--- src/rtl/key_pkg.sv ---
// Shared types and defaults for the push-button debouncer.
// Holds the per-channel FSM encoding and timing constants.
package key_pkg;

  typedef enum logic [1:0] {
    ST_IDLE         = 2'd0,
    ST_PRESS_WAIT   = 2'd1,
    ST_PRESSED      = 2'd2,
    ST_RELEASE_WAIT = 2'd3
  } key_state_e;

  localparam int unsigned DEF_DEBOUNCE_CYCLES = 1000000;
  localparam int unsigned DEF_HOLD_CYCLES     = 50000000;

endpackage

--- src/rtl/key_channel.sv ---
// One debounced key: 2-flop sync, debounce FSM, hold timer.
// Emits level plus one-cycle press/release/hold pulses.
module key_channel
  import key_pkg::*;
#(
  parameter int unsigned DEBOUNCE_CYCLES = DEF_DEBOUNCE_CYCLES,
  parameter int unsigned HOLD_CYCLES     = DEF_HOLD_CYCLES
) (
  input  logic clk,
  input  logic rst_n,
  input  logic key_n_i,
  output logic level_o,
  output logic press_o,
  output logic release_o,
  output logic hold_o
);

  localparam int DW = $clog2(DEBOUNCE_CYCLES + 1);
  localparam int HW = $clog2(HOLD_CYCLES + 1);

  localparam logic [DW-1:0] DB_LAST   = DW'(DEBOUNCE_CYCLES - 1);
  localparam logic [HW-1:0] HOLD_LAST = HW'(HOLD_CYCLES - 1);
  localparam logic [HW-1:0] HOLD_MAX  = HW'(HOLD_CYCLES);

  logic [1:0]    sync_q;
  logic          s;
  key_state_e    state_q, state_d;
  logic [DW-1:0] db_q, db_d;
  logic [HW-1:0] hold_q, hold_d;
  logic          press_q, press_d;
  logic          rel_q, rel_d;
  logic          hev_q, hev_d;
  logic          held;

  // Two-stage synchronizer; reset value means "released".
  always_ff @(posedge clk or negedge rst_n) begin
    if (!rst_n) begin
      sync_q <= 2'b11;
    end else begin
      sync_q <= {sync_q[0], key_n_i};
    end
  end

  assign s = ~sync_q[1];

  // State, counters and registered event pulses.
  always_ff @(posedge clk or negedge rst_n) begin
    if (!rst_n) begin
      state_q <= ST_IDLE;
      db_q    <= '0;
      hold_q  <= '0;
      press_q <= 1'b0;
      rel_q   <= 1'b0;
      hev_q   <= 1'b0;
    end else begin
      state_q <= state_d;
      db_q    <= db_d;
      hold_q  <= hold_d;
      press_q <= press_d;
      rel_q   <= rel_d;
      hev_q   <= hev_d;
    end
  end

  // Next state and debounce counter; entry cycle counts as one.
  always_comb begin
    state_d = state_q;
    db_d    = db_q;
    unique case (state_q)
      ST_IDLE: begin
        if (s) begin
          state_d = ST_PRESS_WAIT;
          db_d    = '0;
        end
      end
      ST_PRESS_WAIT: begin
        if (!s) begin
          state_d = ST_IDLE;
          db_d    = '0;
        end else if (db_q == DB_LAST) begin
          state_d = ST_PRESSED;
          db_d    = '0;
        end else begin
          db_d = db_q + DW'(1);
        end
      end
      ST_PRESSED: begin
        if (!s) begin
          state_d = ST_RELEASE_WAIT;
          db_d    = '0;
        end
      end
      ST_RELEASE_WAIT: begin
        if (s) begin
          state_d = ST_PRESSED;
          db_d    = '0;
        end else if (db_q == DB_LAST) begin
          state_d = ST_IDLE;
          db_d    = '0;
        end else begin
          db_d = db_q + DW'(1);
        end
      end
      default: begin
        state_d = ST_IDLE;
        db_d    = '0;
      end
    endcase
  end

  // Event decode and saturating hold timer.
  always_comb begin
    held    = (state_q == ST_PRESSED) ||
              (state_q == ST_RELEASE_WAIT);
    press_d = (state_q == ST_PRESS_WAIT) &&
              (state_d == ST_PRESSED);
    rel_d   = (state_q == ST_RELEASE_WAIT) &&
              (state_d == ST_IDLE);
    hev_d   = held && (state_d != ST_IDLE) &&
              (hold_q == HOLD_LAST);
    hold_d  = hold_q;
    if (press_d) begin
      hold_d = '0;
    end else if (held && (hold_q != HOLD_MAX)) begin
      hold_d = hold_q + HW'(1);
    end
  end

  assign level_o   = held;
  assign press_o   = press_q;
  assign release_o = rel_q;
  assign hold_o    = hev_q;

endmodule

--- src/rtl/key_debouncer.sv ---
// Multi-key debouncer for active-low board push-buttons.
// One independent key_channel per key bit.
module key_debouncer
  import key_pkg::*;
#(
  parameter int unsigned NUM_KEYS        = 4,
  parameter int unsigned DEBOUNCE_CYCLES = DEF_DEBOUNCE_CYCLES,
  parameter int unsigned HOLD_CYCLES     = DEF_HOLD_CYCLES
) (
  input  logic                clk,
  input  logic                rst_n,
  input  logic [NUM_KEYS-1:0] KEY,
  output logic [NUM_KEYS-1:0] key_level,
  output logic [NUM_KEYS-1:0] key_press,
  output logic [NUM_KEYS-1:0] key_release,
  output logic [NUM_KEYS-1:0] key_hold
);

  for (genvar i = 0; i < NUM_KEYS; i++) begin : g_ch
    key_channel #(
      .DEBOUNCE_CYCLES(DEBOUNCE_CYCLES),
      .HOLD_CYCLES    (HOLD_CYCLES)
    ) u_ch (
      .clk      (clk),
      .rst_n    (rst_n),
      .key_n_i  (KEY[i]),
      .level_o  (key_level[i]),
      .press_o  (key_press[i]),
      .release_o(key_release[i]),
      .hold_o   (key_hold[i])
    );
  end

endmodule
--- config.mk ---
export PLATFORM = sky130hd
export DESIGN_NAME = key_debouncer
export DESIGN_NICKNAME = d
export VERILOG_FILES = /design/src/rtl/key_pkg.sv /design/src/rtl/key_channel.sv /design/src/rtl/key_debouncer.sv
export SDC_FILE = /design/constraint.sdc
export NUM_CORES = 1
export LEC_CHECK = 0
export ABC_AREA = 1
export ABC_CLOCK_PERIOD_IN_PS = 2200
export BUFFER_PORTS_ARGS = -buffer_cell sky130_fd_sc_hd__buf_4
export CORE_MARGIN = 2
export CORE_UTILIZATION = 60
export DETAILED_ROUTE_END_ITERATION = 7
export GPL_TIMING_DRIVEN = 0
export HOLD_SLACK_MARGIN = 0.15
export PLACE_DENSITY = 0.83
export SETUP_SLACK_MARGIN = 0.15
export SLEW_MARGIN = 20
export SYNTH_ARGS = -nofsm -noshare
export SYNTH_HDL_FRONTEND = slang
export SYNTH_HIERARCHICAL = 1
export SYNTH_SLANG_ARGS = --single-unit
--- constraint.sdc ---
create_clock -name clk -period 2.2 [get_ports clk]
set_input_delay 0.44 -clock clk [delete_from_list [all_inputs] [get_ports clk]]
set_output_delay 0.44 -clock clk [all_outputs]
set_load 0.01 [all_outputs]
==> results of run 1 <==
worst max-delay path, cell delays in order (launching register included):
cell	delay, ps
sky130_fd_sc_hd__dfrtp_1	460
sky130_fd_sc_hd__inv_1	130
sky130_fd_sc_hd__ha_1	150
sky130_fd_sc_hd__nor3b_1	250
sky130_fd_sc_hd__nand2_1	110
sky130_fd_sc_hd__nor2_2	150
sky130_fd_sc_hd__nand2_4	110
sky130_fd_sc_hd__nand2_4	110
sky130_fd_sc_hd__inv_2	60
sky130_fd_sc_hd__buf_6	140
sky130_fd_sc_hd__nand3_1	90
sky130_fd_sc_hd__nand2_1	60
final timing paths:
kind | to | slack [ps] | cells past startpoint
worst max-delay path | g_ch[1].u_ch/hold_q[25] | 270 | 11
worst min register to register | g_ch[0].u_ch/sync_q[1] | 350 | 0
worst max register to register | g_ch[1].u_ch/hold_q[25] | 270 | 11
worst min-delay path | g_ch[0].u_ch/sync_q[1] | 350 | 0
max in group asynchronous | g_ch[3].u_ch/sync_q[0] | 990 | 3
min in group asynchronous | g_ch[0].u_ch/hold_q[19] | 390 | 2
metrics by stage:
step / total power [mW] / area (um2) / cells
2_1_floorplan: 4.12 / 14700 / 2217
3_5_place_dp: 4.26 / 15300 / 2564
4_1_cts: 8.69 / 16200 / 2614
5_1_grt: 8.89 / 16300 / 2618
6_report: 8.59 / 16300 / 2618
3_3_place_gp: 4.24 / 15200 / 2562
layout by cell type (no fill, tap or decap), types with 24 or more instances in the layout:
master,instances
sky130_fd_sc_hd__dfrtp_1,202
sky130_fd_sc_hd__buf_6,24
sky130_fd_sc_hd__nand4_1,72
sky130_fd_sc_hd__nor3_1,33
sky130_fd_sc_hd__nor2_2,25
sky130_fd_sc_hd__o21ai_0,56
sky130_fd_sc_hd__xor2_1,48
sky130_fd_sc_hd__nor2_1,326
sky130_fd_sc_hd__inv_1,315
sky130_fd_sc_hd__nand2_1,661
sky130_fd_sc_hd__buf_4,34
sky130_fd_sc_hd__clkbuf_16,25
sky130_fd_sc_hd__nand3_1,281
kinds of logic (layout without fill, tap and decap cells):
kind of cell,count (synthesis),count (layout),share of synthesized area [%]
simple gates,1481,1481,45.5
buf+inv,380,457,11.3
flops,212,212,36.2
compound gates,81,81,2.97
xor+xnor,51,51,3.04
fa+ha+maj,12,12,1.02
power by group through the flow:
| stage | registers, mW | clock network, mW | logic [mW] |
|---|---|---|---|
| final | 3.96 | 4.39 | 0.238 |
| after global placement | 4.02 | 0 | 0.212 |
| after CTS | 3.96 | 4.50 | 0.240 |
| after detailed placement | 4.03 | 0 | 0.232 |
| after floorplan | 4.02 | 0 | 0.100 |
| after global routing | 3.96 | 4.66 | 0.274 |
flip-flops by register name (all words and copies together), names as in the netlist:
name	count
g_ch.u_ch/hold_q	104
g_ch.u_ch/hold_o	4
g_ch.u_ch/db_q	80
g_ch.u_ch/press_o	4
g_ch.u_ch/state_q	8
g_ch.u_ch/release_o	4
g_ch.u_ch/sync_q	8
per-layer routing:
layer  vias up  part of all wire (%)  global-route usage, %
li1       7095                     -                      -
met1      6548                    45                   36.9
met2       424                    48                   45.7
met3        45                   5.9                   2.76
met4         0                   1.3                   6.80
met5         -                     0                      0
cell type report:
type,instances,area share [%]
Clock inverter,11,0.969
Tap cell,324,2.49
Clock buffer,34,4.42
Sequential cell,212,32.7
Multi-Input combinational cell,1625,47.4
Buffer,58,2.79
Inverter,322,7.43
Timing Repair Buffer,32,1.84
timing repair:
item	in CTS	in global routing
endpoints found under the hold margin	45	0
setup endpoints to repair	0	26
setup buffers	0	4
hold buffers	5	0
resized for setup	0	3
==> results summary, run 1 <==
The slew of the pin with the lowest slew margin came out at 572 ps. The worst hold path begins at g_ch[0].u_ch/sync_q[0]. Derived from the worst setup path, the maximum achievable clock frequency is 0.518 GHz. The initial antenna violation count is 0.

Setup violations remaining at the end of the flow were counted as 0. For this run, asynchronously set or reset flops after synthesis account for 100%. The data arrival time of the critical path came out at 2340 ps.

Once the floorplan was initialized, standard cells occupied 60.7% of the core. The number of nets in the synthesized netlist is 2,235. A synthesized cell averages 6.62 um2. Fill cells in the final layout number 2,145.

The smallest hold slack is 348 ps. The post-synthesis instance area came out at 0.0147 mm2. The total die area came out at 0.0257 mm2. The clock tree skew after final layout came out at 13.0 ps.

Routability-driven placement finished with a final weighted congestion of 0.937. In this run the horizontal extent of the chip is 160 um. The H-tree level count came out at 1.

Setup repair after global routing left no endpoint under its margin. The count of cell types in the netlist is 38. In the final routed layout, each cell accounts on average for 13.1 um. The remaining routing DRC violations came out at 0.

The number of hold-slack violations in the final timing report came out at 0. The peak supply drop came out at 0.641 mV. The commonest cells after synthesis are sky130_fd_sc_hd__nand2_1 (661), sky130_fd_sc_hd__nor2_1 (326), sky130_fd_sc_hd__inv_1 (315). The number of placement rows came out at 57. The total area inside the core boundary comes to 0.0242 mm2. Yosys instantiated no cell more often than sky130_fd_sc_hd__nand2_1.

The count of pins over their slew limit came out at 0. After layout, the worst setup slack is 270 ps. The most critical setup path has its startpoint at g_ch[1].u_ch/hold_q[0]. By startpoint and endpoint, the worst setup path is classified as flip-flop to flip-flop. Counting every sink on the clock net gives 212.

The share of layout cells above drive strength 1 is 9.94%. In this run the tightest slew margin relative to its limit is 61.7%. The path class of the tightest hold or removal check is flip-flop to flip-flop. The worst flop-to-flop path startpoint is g_ch[1].u_ch/hold_q[0]. The sequential fraction of design power is 46.1%. After synthesis the netlist holds a flip-flop and latch count of 212. Global routing finished with a remaining overflow of 0.

For this run, the number of Yosys warnings is 6. The total I/O pin count is 22. The largest net degree at the start of global routing is 100.

The via count of the first global-routing pass came out at 13,300. Along the worst path, the maximum fanout reaches 10. After technology mapping, the gate count stands at 2,217. The tree is rooted in a sky130_fd_sc_hd__clkbuf_16.

The fraction of power consumed by combinational cells came out at 2.8%. The standby leakage power came out at 7.95 nW. The global-route wire length before repair came out at 59.7 mm.

STA classifies the critical path endpoint as a flip-flop. The power density of the placed cells came out at 528 mW/mm2. The number of antenna diodes is 0. The cell-internal power is 6.74 mW. Measured along the y axis, the die boundary spans 160 um. The clock-pin transition on the worst setup and hold timing paths is 60 ps. The count of buffers inserted at the top-level ports is 21. Of the synthesized area, sequential elements account for 36.2%.

Once detail routing completed, the nets flagged for antenna violations numbered 0. The multi-input combinational cell area is 0.00771 mm2. By area the synthesized netlist is led by sky130_fd_sc_hd__dfrtp_1 (35%), sky130_fd_sc_hd__nand2_1 (17%), sky130_fd_sc_hd__nand3_1 (9.6%), sky130_fd_sc_hd__nor2_1 (8.3%), sky130_fd_sc_hd__inv_1 (8.1%). The footprint of the flip-flops and latches came out at 0.00532 mm2.

Max-cap violations in this run came to 0. TritonCTS built the clock tree. The main flop type after synthesis is sky130_fd_sc_hd__dfrtp_1.

The total number of vias is 14,100. The post-route minimum period came out at 1930 ps. Wires add up to 34.3 mm. The initial detailed-routing violation count is 1,049. In the finished design, the share of the clock period the worst path needs comes to 87.7%. STA classifies the critical path startpoint as a flip-flop. The fraction of power spent switching nets came out at 21.5%. The number of clock buffers added by TritonCTS is 25. Global routing used 26.8% of the available tracks.

The worst-case clock buffer depth came out at 3. The fraction of power consumed by the clock network is 51.1%. The relative area change from synthesis to final layout is 10.8%. The final-stage net count is 2,294. The switching power of the nets came out at 1.85 mW.

The first detailed-routing pass took 5 iterations. The later pin in the worst-skew pair is clocked with a latency of 530 ps. The data required time of the critical path came out at 2610 ps. The number of vias per cell after detailed routing is 5.39. The portion of synthesized cell area occupied by the leading cell type came out at 34.8%.

The post-detailed-placement half-perimeter wirelength is 24.6 mm. The run finished with clean final reports. Once layout is complete, the utilization of the core stands at 67.3%. The sum of negative setup slack is 0 ps. The pre-CTS setup slack is 256 ps.

The synthesized design spends more area on one cell type than any other, namely sky130_fd_sc_hd__dfrtp_1. The number of synthesized flops with an enable pin is 0.
Note: power is estimated with default switching activity, not from simulation.
==> run 2, diff against run 1 <==
--- a/config.mk
+++ b/config.mk
@@ -8,12 +8,14 @@
 export ABC_AREA = 1
 export ABC_CLOCK_PERIOD_IN_PS = 2200
 export BUFFER_PORTS_ARGS = -buffer_cell sky130_fd_sc_hd__buf_4
+export CELL_PAD_IN_SITES_DETAIL_PLACEMENT = 1
+export CELL_PAD_IN_SITES_GLOBAL_PLACEMENT = 1
 export CORE_MARGIN = 2
-export CORE_UTILIZATION = 60
+export CORE_UTILIZATION = 47
 export DETAILED_ROUTE_END_ITERATION = 7
 export GPL_TIMING_DRIVEN = 0
 export HOLD_SLACK_MARGIN = 0.15
-export PLACE_DENSITY = 0.83
+export PLACE_DENSITY = 0.89
 export SETUP_SLACK_MARGIN = 0.15
 export SLEW_MARGIN = 20
 export SYNTH_ARGS = -nofsm -noshare
==> run 2 against run 1 <==
  * Fmax is 1.9% lower
  * Critical path depth shrank 4
  * Flip-flop and latch count did not move
  * Global-route usage up 0.33 points
  * Die area increased by 27%
  * Final area up 1.8%
  * Clock-buffer cell count rose by 4
  * First-iteration DRC count is 32% lower
  * Power up 6.0%
  * Clock skew fell by 3.1 ps
  * Via count up 4.2%
  * Critical path type unchanged
  * Largest power group unchanged
  * Highest routed layer unchanged
==> results summary, run 2 (same netlist as run 1, synthesis figures left out) <==
Result of the run: completed (unchanged). The clock root buffer master is sky130_fd_sc_hd__clkbuf_16 (unchanged). The largest net degree at the start of global routing was 66 (was 100). The most common library cell in the layout ignoring fill and taps was sky130_fd_sc_hd__nand2_1 (unchanged). The total routing resource utilization after global routing came to 27.2% (was 26.8%). The count of TritonRoute iterations in the first routing pass came out at 5 (unchanged). The via count of the first global-routing pass came out at 15,800 (was 13,300). The number of nets still failing antenna checks after routing was 0 (unchanged). The clock sink count came out at 212 (unchanged). The initial detailed-routing violation count is 709 (was 1,049).

The routed wire length came out at 44.6 mm (was 34.3 mm). The clock tree skew after final layout came to 9.81 ps (was 13.0 ps). The global-route wire length before repair is 76.0 mm (was 59.7 mm). The delay of the slowest critical-path stage came out at 590 ps (was 460 ps). The kind of launch point of the worst setup path is a flip-flop (unchanged). The number of antenna diodes came out at 0 (unchanged). The data arrival time of the critical path came out at 2400 ps (was 2340 ps). The core area was 0.0307 mm2 (was 0.0242 mm2).

The number of inserted filler cells in the final layout is 4,149 (was 2,145). The share of layout cells above drive strength 1 is 10.6% (was 9.94%). The remaining routing DRC violations is 0 (unchanged). Regs by FF count: g_ch.u_ch/hold_q (104), g_ch.u_ch/db_q (80) (unchanged). The count of buffers inserted at the top-level ports came out at 21 (unchanged). The die height came to 181 um (was 160 um). The maximum clock rate came to 0.509 GHz (was 0.518 GHz). The detailed-route wire length per cell is 16.5 um (was 13.1 um). The tightest slew margin relative to the limit came out at 61.3% (was 61.7%). The final weighted congestion in routability-driven placement was 0.867 (was 0.937). The total I/O pin count came out at 22 (unchanged). The worst-case clock buffer depth was 3 (unchanged). The multi-input combinational cell area came out at 0.00774 mm2 (was 0.00771 mm2). The cell at the slowest stage of the critical path is sky130_fd_sc_hd__dfstp_2 (was sky130_fd_sc_hd__dfrtp_1).

The peak supply drop is 0.574 mV (was 0.641 mV). The footprint of the flip-flops and latches is 0.00532 mm2 (about the same). The post-route minimum period came out at 1970 ps (was 1930 ps).

The number of placement rows was 64 (was 57). The standby leakage power came out at 8.02 nW (was 7.95 nW). The power after layout is 9.10 mW (was 8.59 mW). The initial core utilization came out at 47.9% (was 60.7%).

The number of hold-slack violations in the final timing report is 0 (unchanged). The clock latency at the later pin of the worst-skew pair came out at 540 ps (was 530 ps). The number of vias per cell after detailed routing came out at 5.45 (was 5.39). The power density of the placed cells is 550 mW/mm2 (was 528 mW/mm2). The worst hold path class is flip-flop to flip-flop (unchanged).

The final clock period utilization by the worst path came out at 89.4% (was 87.7%). The clock-pin transition on the worst setup and hold timing paths came out at 60 ps (about the same). The sum of negative setup slack is 0 ps (unchanged). The data required time of the critical path came out at 2630 ps (was 2610 ps). The max-capacitance violation count is 0 (unchanged). The element type at the critical path end is a flip-flop (unchanged).

The most numerous cell type found on the critical path is sky130_fd_sc_hd__inv_1. The number of flip-flops in the largest register is 104 (unchanged). The clock tree from TritonCTS is done (unchanged). The total number of vias is 14,700 (was 14,100). Highest-count cells in the layout ignoring fill and taps: sky130_fd_sc_hd__nand2_1 (661), sky130_fd_sc_hd__nor2_1 (325), sky130_fd_sc_hd__inv_1 (314), sky130_fd_sc_hd__nand3_1 (280), sky130_fd_sc_hd__dfrtp_1 (198) (was sky130_fd_sc_hd__nand2_1 (661), sky130_fd_sc_hd__nor2_1 (326), sky130_fd_sc_hd__inv_1 (315), sky130_fd_sc_hd__nand3_1 (281), sky130_fd_sc_hd__dfrtp_1 (202)). The global-route congestion overflow total came out at 0 (unchanged). The biggest fanout along the worst timing path is 10 (unchanged).

The slew of the pin with the lowest slew margin is 581 ps (was 572 ps). Unrepaired setup endpoints after global routing: false (unchanged). The critical path start-end classification is flip-flop to flip-flop (unchanged). The reg-to-reg setup timing slack came to 230 ps (was 270 ps). Ordered cell list for the critical path: nor2_4 > inv_1 > nand2_1 > nor2_2 > inv_1 > buf_2 > o21ai_0 (was inv_1 > ha_1 > nor3b_1 > nand2_1 > nor2_2 > nand2_4 > nand2_4 > inv_2 > buf_6 > nand3_1 > nand2_1). The total die area came out at 0.0327 mm2 (was 0.0257 mm2).

The final count of negative-setup-slack endpoints is 0 (unchanged). The count of pins over their slew limit is 0 (unchanged). The relative area change from synthesis to final layout is 12.8% (was 10.8%).

The largest register by flop count was g_ch.u_ch/hold_q (unchanged). The final-stage net count was 2,302 (was 2,294). The number of buffers inserted during clock tree synthesis came out at 26 (was 25). The initial antenna violation count came out at 0 (unchanged). The die span in x came out at 181 um (was 160 um).

The H-tree level count is 1 (unchanged). The post-detailed-placement half-perimeter wirelength is 31.5 mm (was 24.6 mm).
[run 2: cell types whose count changed in the layout (fill, tap and decap cells not counted), sizes merged]
cell,before,now
buf,78,85
clkbuf,41,45
bufinv,4,6
clkinv,6,4
clkinvlp,1,0
[run 2: worst max-delay path: cells and delay by family, from the launching register on]
family | cells | cell delay [ps]
AO/OA/AOI/OAI | 1 | 270
AND/OR/NAND/NOR | 3 | 600
buffers and inverters | 3 | 400
flip-flops | 1 | 590
[run 2: path summary, 6_finish.rpt]
| path | from | to | cells past startpoint |
|---|---|---|---|
| setup / recovery | g_ch[0].u_ch/sync_q[1] | g_ch[0].u_ch/db_q[10] | 7 |
| hold / removal | g_ch[3].u_ch/sync_q[0] | g_ch[3].u_ch/sync_q[1] | 0 |
| setup reg to reg | g_ch[0].u_ch/sync_q[1] | g_ch[0].u_ch/db_q[10] | 7 |
| hold reg to reg | g_ch[3].u_ch/sync_q[0] | g_ch[3].u_ch/sync_q[1] | 0 |
| max in group asynchronous | rst_n | g_ch[2].u_ch/sync_q[1] | 4 |
| min in group asynchronous | rst_n | g_ch[0].u_ch/hold_q[16] | 2 |
[run 2: metal layers]
| metal | up-vias | global-route usage [%] | part of all wire [%] |
|---|---|---|---|
| met5 | - | 0 | 0 |
| met4 | 0 | 6.00 | 1.6 |
| met3 | 64 | 2.78 | 3.3 |
| met2 | 230 | 49.8 | 51 |
| met1 | 7304 | 34.5 | 44 |
| li1 | 7109 | - | - |
[run 2: layout make-up]
type / instances / share of cell area [%]
flip-flops and latches: 212 / 32.1
clock buffers: 38 / 4.63
multi-input cells: 1625 / 46.7
inverters: 322 / 7.30
clock inverters: 10 / 1.21
plain buffers: 58 / 2.74
well taps: 396 / 2.99
repair buffers: 39 / 2.25
[run 2: through the flow]
step                      utilization (%)  area [um2]  worst slack (ps)  hold WS (ps)  cells
after floorplan                         -       14700               602           144   2217
after global placement               50.0       15300              -996           346   2634
after detailed placement             50.3       15400               129           350   2637
after CTS                            53.6       16400               159           358   2690
after global routing                 54.0       16600               148           358   2700
final                                54.0       16600               234           356   2700
[run 2: timing repair]
action,4_1_cts,5_1_grt
hold endpoints to repair,45,0
pin swaps,0,4
resized for setup,1,14
endpoints found under the setup margin,13,93
hold buffers,5,0
setup buffers,0,10
[run 2: where the power goes]
part	internal [mW]	switching, mW
Sequential	3.93	0.0294
Clock	3.11	1.77
Combinational	0.0770	0.191
==> run 3, diff against run 2 <==
--- a/config.mk
+++ b/config.mk
@@ -7,15 +7,15 @@
 export LEC_CHECK = 0
 export ABC_AREA = 1
 export ABC_CLOCK_PERIOD_IN_PS = 2200
-export BUFFER_PORTS_ARGS = -buffer_cell sky130_fd_sc_hd__buf_4
 export CELL_PAD_IN_SITES_DETAIL_PLACEMENT = 1
 export CELL_PAD_IN_SITES_GLOBAL_PLACEMENT = 1
 export CORE_MARGIN = 2
 export CORE_UTILIZATION = 47
 export DETAILED_ROUTE_END_ITERATION = 7
+export DONT_BUFFER_PORTS = 1
 export GPL_TIMING_DRIVEN = 0
 export HOLD_SLACK_MARGIN = 0.15
-export PLACE_DENSITY = 0.89
+export PLACE_DENSITY = 0.88
 export SETUP_SLACK_MARGIN = 0.15
 export SLEW_MARGIN = 20
 export SYNTH_ARGS = -nofsm -noshare
==> run 3 against run 2 <==
  * The flow now finishes with violations (negative hold slack)
  * Largest cell class unchanged
  * Global-route usage down 0.29 points
  * Worst setup slack better by 30 ps
  * Worst hold slack worse by 770 ps
  * Sequential power about the same
==> results summary, run 3 (same netlist as run 1, synthesis figures left out) <==
The worst flop-to-flop path startpoint is g_ch[2].u_ch/db_q[0] (was g_ch[0].u_ch/sync_q[1]). The fraction of power consumed by the clock network came out at 55.5% (was 53.5%). The sequential fraction of design power was 42.7% (was 43.5%).

Unrepaired setup endpoints after global routing: true (was false). The data arrival time of the critical path came to 2420 ps (was 2400 ps). The number of placement rows came out at 64 (unchanged). The switching power of the nets came out at 1.95 mW (was 1.99 mW). The standby leakage power was 7.91 nW (was 8.02 nW). The critical path start-end classification is flip-flop to flip-flop (unchanged). The most prevalent standard cell on the critical path is sky130_fd_sc_hd__nand3_1 (was sky130_fd_sc_hd__inv_1). The number of inserted filler cells in the final layout came out at 4,127 (was 4,149).

The number of flip-flops in the largest register came out at 104 (unchanged). The count of pins over their slew limit is 0 (unchanged). The clock tree from TritonCTS is done (unchanged). The total number of vias was 14,500 (was 14,700). The slew of the pin with the lowest slew margin came out at 617 ps (was 581 ps). The final-stage net count is 2,279 (was 2,302). The post-layout instance count excluding filler cells is 2,678 (was 2,700). The global-route wire length before repair came out at 74.7 mm (was 76.0 mm). The initial core utilization came out at 47.9% (unchanged). The number of antenna diodes is 0 (unchanged).

The total I/O pin count was 22 (unchanged). The most common library cell in the layout ignoring fill and taps is sky130_fd_sc_hd__nand2_1 (unchanged). The clock tree skew after final layout came out at 20.6 ps (was 9.81 ps). The clock latency at the later pin of the worst-skew pair came to 550 ps (was 540 ps). The fraction of power consumed by combinational cells came to 1.8% (was 2.9%). The share of layout cells above drive strength 1 was 9.68% (was 10.6%). The multi-input combinational cell area is 0.00776 mm2 (was 0.00774 mm2). The routed wire length is 43.6 mm (was 44.6 mm). The number of vias per cell after detailed routing is 5.40 (was 5.45). The footprint of the flip-flops and latches is 0.00532 mm2 (about the same).

The tightest slew margin relative to the limit came out at 58.9% (was 61.3%). The via count of the first global-routing pass was 15,500 (was 15,800). The initial detailed-routing violation count is 714 (was 709). The smallest hold slack is -417 ps (was 356 ps). The cell at the slowest stage of the critical path is sky130_fd_sc_hd__dfrtp_2 (was sky130_fd_sc_hd__dfstp_2). The remaining routing DRC violations was 0 (unchanged). The biggest fanout along the worst timing path was 10 (unchanged). The number of placed cells counting well taps is 2,613 (was 2,637). The die height came to 181 um (unchanged).

The maximum clock rate is 0.517 GHz (was 0.509 GHz). The final clock period utilization by the worst path came out at 88.0% (was 89.4%). The H-tree level count is 1 (unchanged). The worst-case clock buffer depth came out at 3 (unchanged). The clock sink count came to 212 (unchanged). The checks that failed: negative hold slack. Result of the run: finished with violations (was completed). The post-detailed-placement half-perimeter wirelength came out at 30.6 mm (was 31.5 mm). The peak supply drop is 0.662 mV (was 0.574 mV).

The cell-internal power came out at 7.31 mW (was 7.11 mW). The sum of negative setup slack is 0 ps (unchanged). The final weighted congestion in routability-driven placement was 0.912 (was 0.867). The global-route congestion overflow total is 0 (unchanged). The detailed-route wire length per cell came out at 16.3 um (was 16.5 um). The largest net degree at the start of global routing is 213 (was 66).

The end of the worst register-to-register path is g_ch[2].u_ch/db_q[16] (was g_ch[0].u_ch/db_q[10]). The die span in x is 181 um (unchanged). The relative area change from synthesis to final layout came out at 11.6% (was 12.8%).

The fraction of power spent switching nets is 21.0% (was 21.8%). The post-route minimum period was 1940 ps (was 1970 ps). The initial antenna violation count is 0 (unchanged). The kind of launch point of the worst setup path is a flip-flop (unchanged).

Ordered cell list for the critical path: ha_1 > nand3_1 > nor2_1 > nand3_1 > nand2_1 > nor2_4 > buf_6 > nand3_1 > nand2_1 (was nor2_4 > inv_1 > nand2_1 > nor2_2 > inv_1 > buf_2 > o21ai_0). The delay of the slowest critical-path stage came out at 450 ps (was 590 ps). The core area is 0.0307 mm2 (unchanged).

The clock root buffer master was sky130_fd_sc_hd__clkbuf_16 (unchanged). The number of buffers inserted during clock tree synthesis came out at 27 (was 26). Highest-count cells in the layout ignoring fill and taps: sky130_fd_sc_hd__nand2_1 (661), sky130_fd_sc_hd__nor2_1 (326), sky130_fd_sc_hd__inv_1 (315), sky130_fd_sc_hd__nand3_1 (281), sky130_fd_sc_hd__dfrtp_1 (199) (was sky130_fd_sc_hd__nand2_1 (661), sky130_fd_sc_hd__nor2_1 (325), sky130_fd_sc_hd__inv_1 (314), sky130_fd_sc_hd__nand3_1 (280), sky130_fd_sc_hd__dfrtp_1 (198)).

The clock-pin transition on the worst setup and hold timing paths is 60 ps (about the same). The number of buffers inserted for hold repair after clock tree synthesis came out at 4 (was 5). The count of TritonRoute iterations in the first routing pass is 5 (unchanged). The total routing resource utilization after global routing came out at 26.9% (was 27.2%). The total die area came out at 0.0327 mm2 (unchanged). The worst hold path class is input port to asynchronous set/reset pin (was flip-flop to flip-flop). The max-capacitance violation count came out at 0 (unchanged). The largest register by flop count is g_ch.u_ch/hold_q (unchanged). The data required time of the critical path came to 2690 ps (was 2630 ps).

The element type at the critical path end is a flip-flop (unchanged). The number of nets still failing antenna checks after routing came out at 0 (unchanged). The number of hold-slack violations in the final timing report is 208 (was 0).

The count of buffers inserted at the top-level ports came out at 0 (was 21). The power density of the placed cells came to 565 mW/mm2 (was 550 mW/mm2). The count of cells along the worst register-to-register path is 9 (was 7).

Regs by FF count: g_ch.u_ch/hold_q (104), g_ch.u_ch/db_q (80) (unchanged). The final count of negative-setup-slack endpoints was 0 (unchanged). The reg-to-reg setup timing slack came out at 260 ps (was 230 ps).
## run 3: worst max-delay path by stage
stage	start	end	slack, ps	depth (start not counted)
after floorplan	g_ch[0].u_ch/hold_q[0]	g_ch[0].u_ch/hold_q[23]	600	11
after global placement	g_ch[2].u_ch/db_q[0]	g_ch[2].u_ch/db_q[16]	250	9
after detailed placement	g_ch[2].u_ch/db_q[0]	g_ch[2].u_ch/db_q[16]	210	9
after CTS	g_ch[1].u_ch/db_q[0]	g_ch[1].u_ch/hold_q[1]	180	9
after global routing	g_ch[2].u_ch/db_q[0]	g_ch[2].u_ch/db_q[16]	140	9
final	g_ch[2].u_ch/db_q[0]	g_ch[2].u_ch/db_q[16]	260	9
## run 3: area by class of cell
cell class / instances / share of cell area, %
buffer: 58 / 2.77
clock buffer: 36 / 4.57
clock inverter: 14 / 1.69
inverter: 322 / 7.37
multi-input combinational: 1626 / 47.3
sequential: 212 / 32.5
tap: 396 / 3.02
timing repair buffer: 14 / 0.779
## run 3: what timing repair did
action | CTS | global route
buffers inserted | 0 | 10
resized for setup | 0 | 13
endpoints found under the hold margin | 216 | 212
setup endpoints to repair | 0 | 97
## run 3: worst max-delay path, delay by kind of cell (launching register included)
family	cells	cell delay [ps]
adders and majority gates	1	260
and+or+nand+nor	7	980
DFF	1	450
buffers and inverters	1	190
## run 3: power groups by stage
stage / clock network, mW / registers, mW / logic (mW)
2_1_floorplan: 0 / 4.02 / 0.100
3_3_place_gp: 0 / 4.02 / 0.132
3_5_place_dp: 0 / 4.03 / 0.140
4_1_cts: 5.26 / 3.96 / 0.147
5_1_grt: 5.40 / 3.96 / 0.182
6_report: 5.14 / 3.96 / 0.166
## run 3: through the flow
| stage | setup WS (ps) | utilization [%] | hold WS (ps) | area (um2) | power (mW) |
|---|---|---|---|---|---|
| 3_5_place_dp | 212 | 49.5 | 155 | 15200 | 4.17 |
| 4_1_cts | 184 | 53.0 | -431 | 16200 | 9.36 |
| 5_1_grt | 145 | 53.4 | -429 | 16400 | 9.54 |
| 3_3_place_gp | 253 | 49.5 | 155 | 15200 | 4.16 |
| 6_report | 264 | 53.4 | -417 | 16400 | 9.26 |
| 2_1_floorplan | 602 | - | 144 | 14700 | 4.12 |
## run 3: layer usage
layer	GRT usage, %	part of all wire, %	vias up	wire (um)
met5	0	0	-	0
met2	48.1	50	234	21700
met3	3.00	2.9	83	1240
li1	-	-	7089	-
met1	34.1	45	7067	19500
met4	7.94	2.4	0	1070
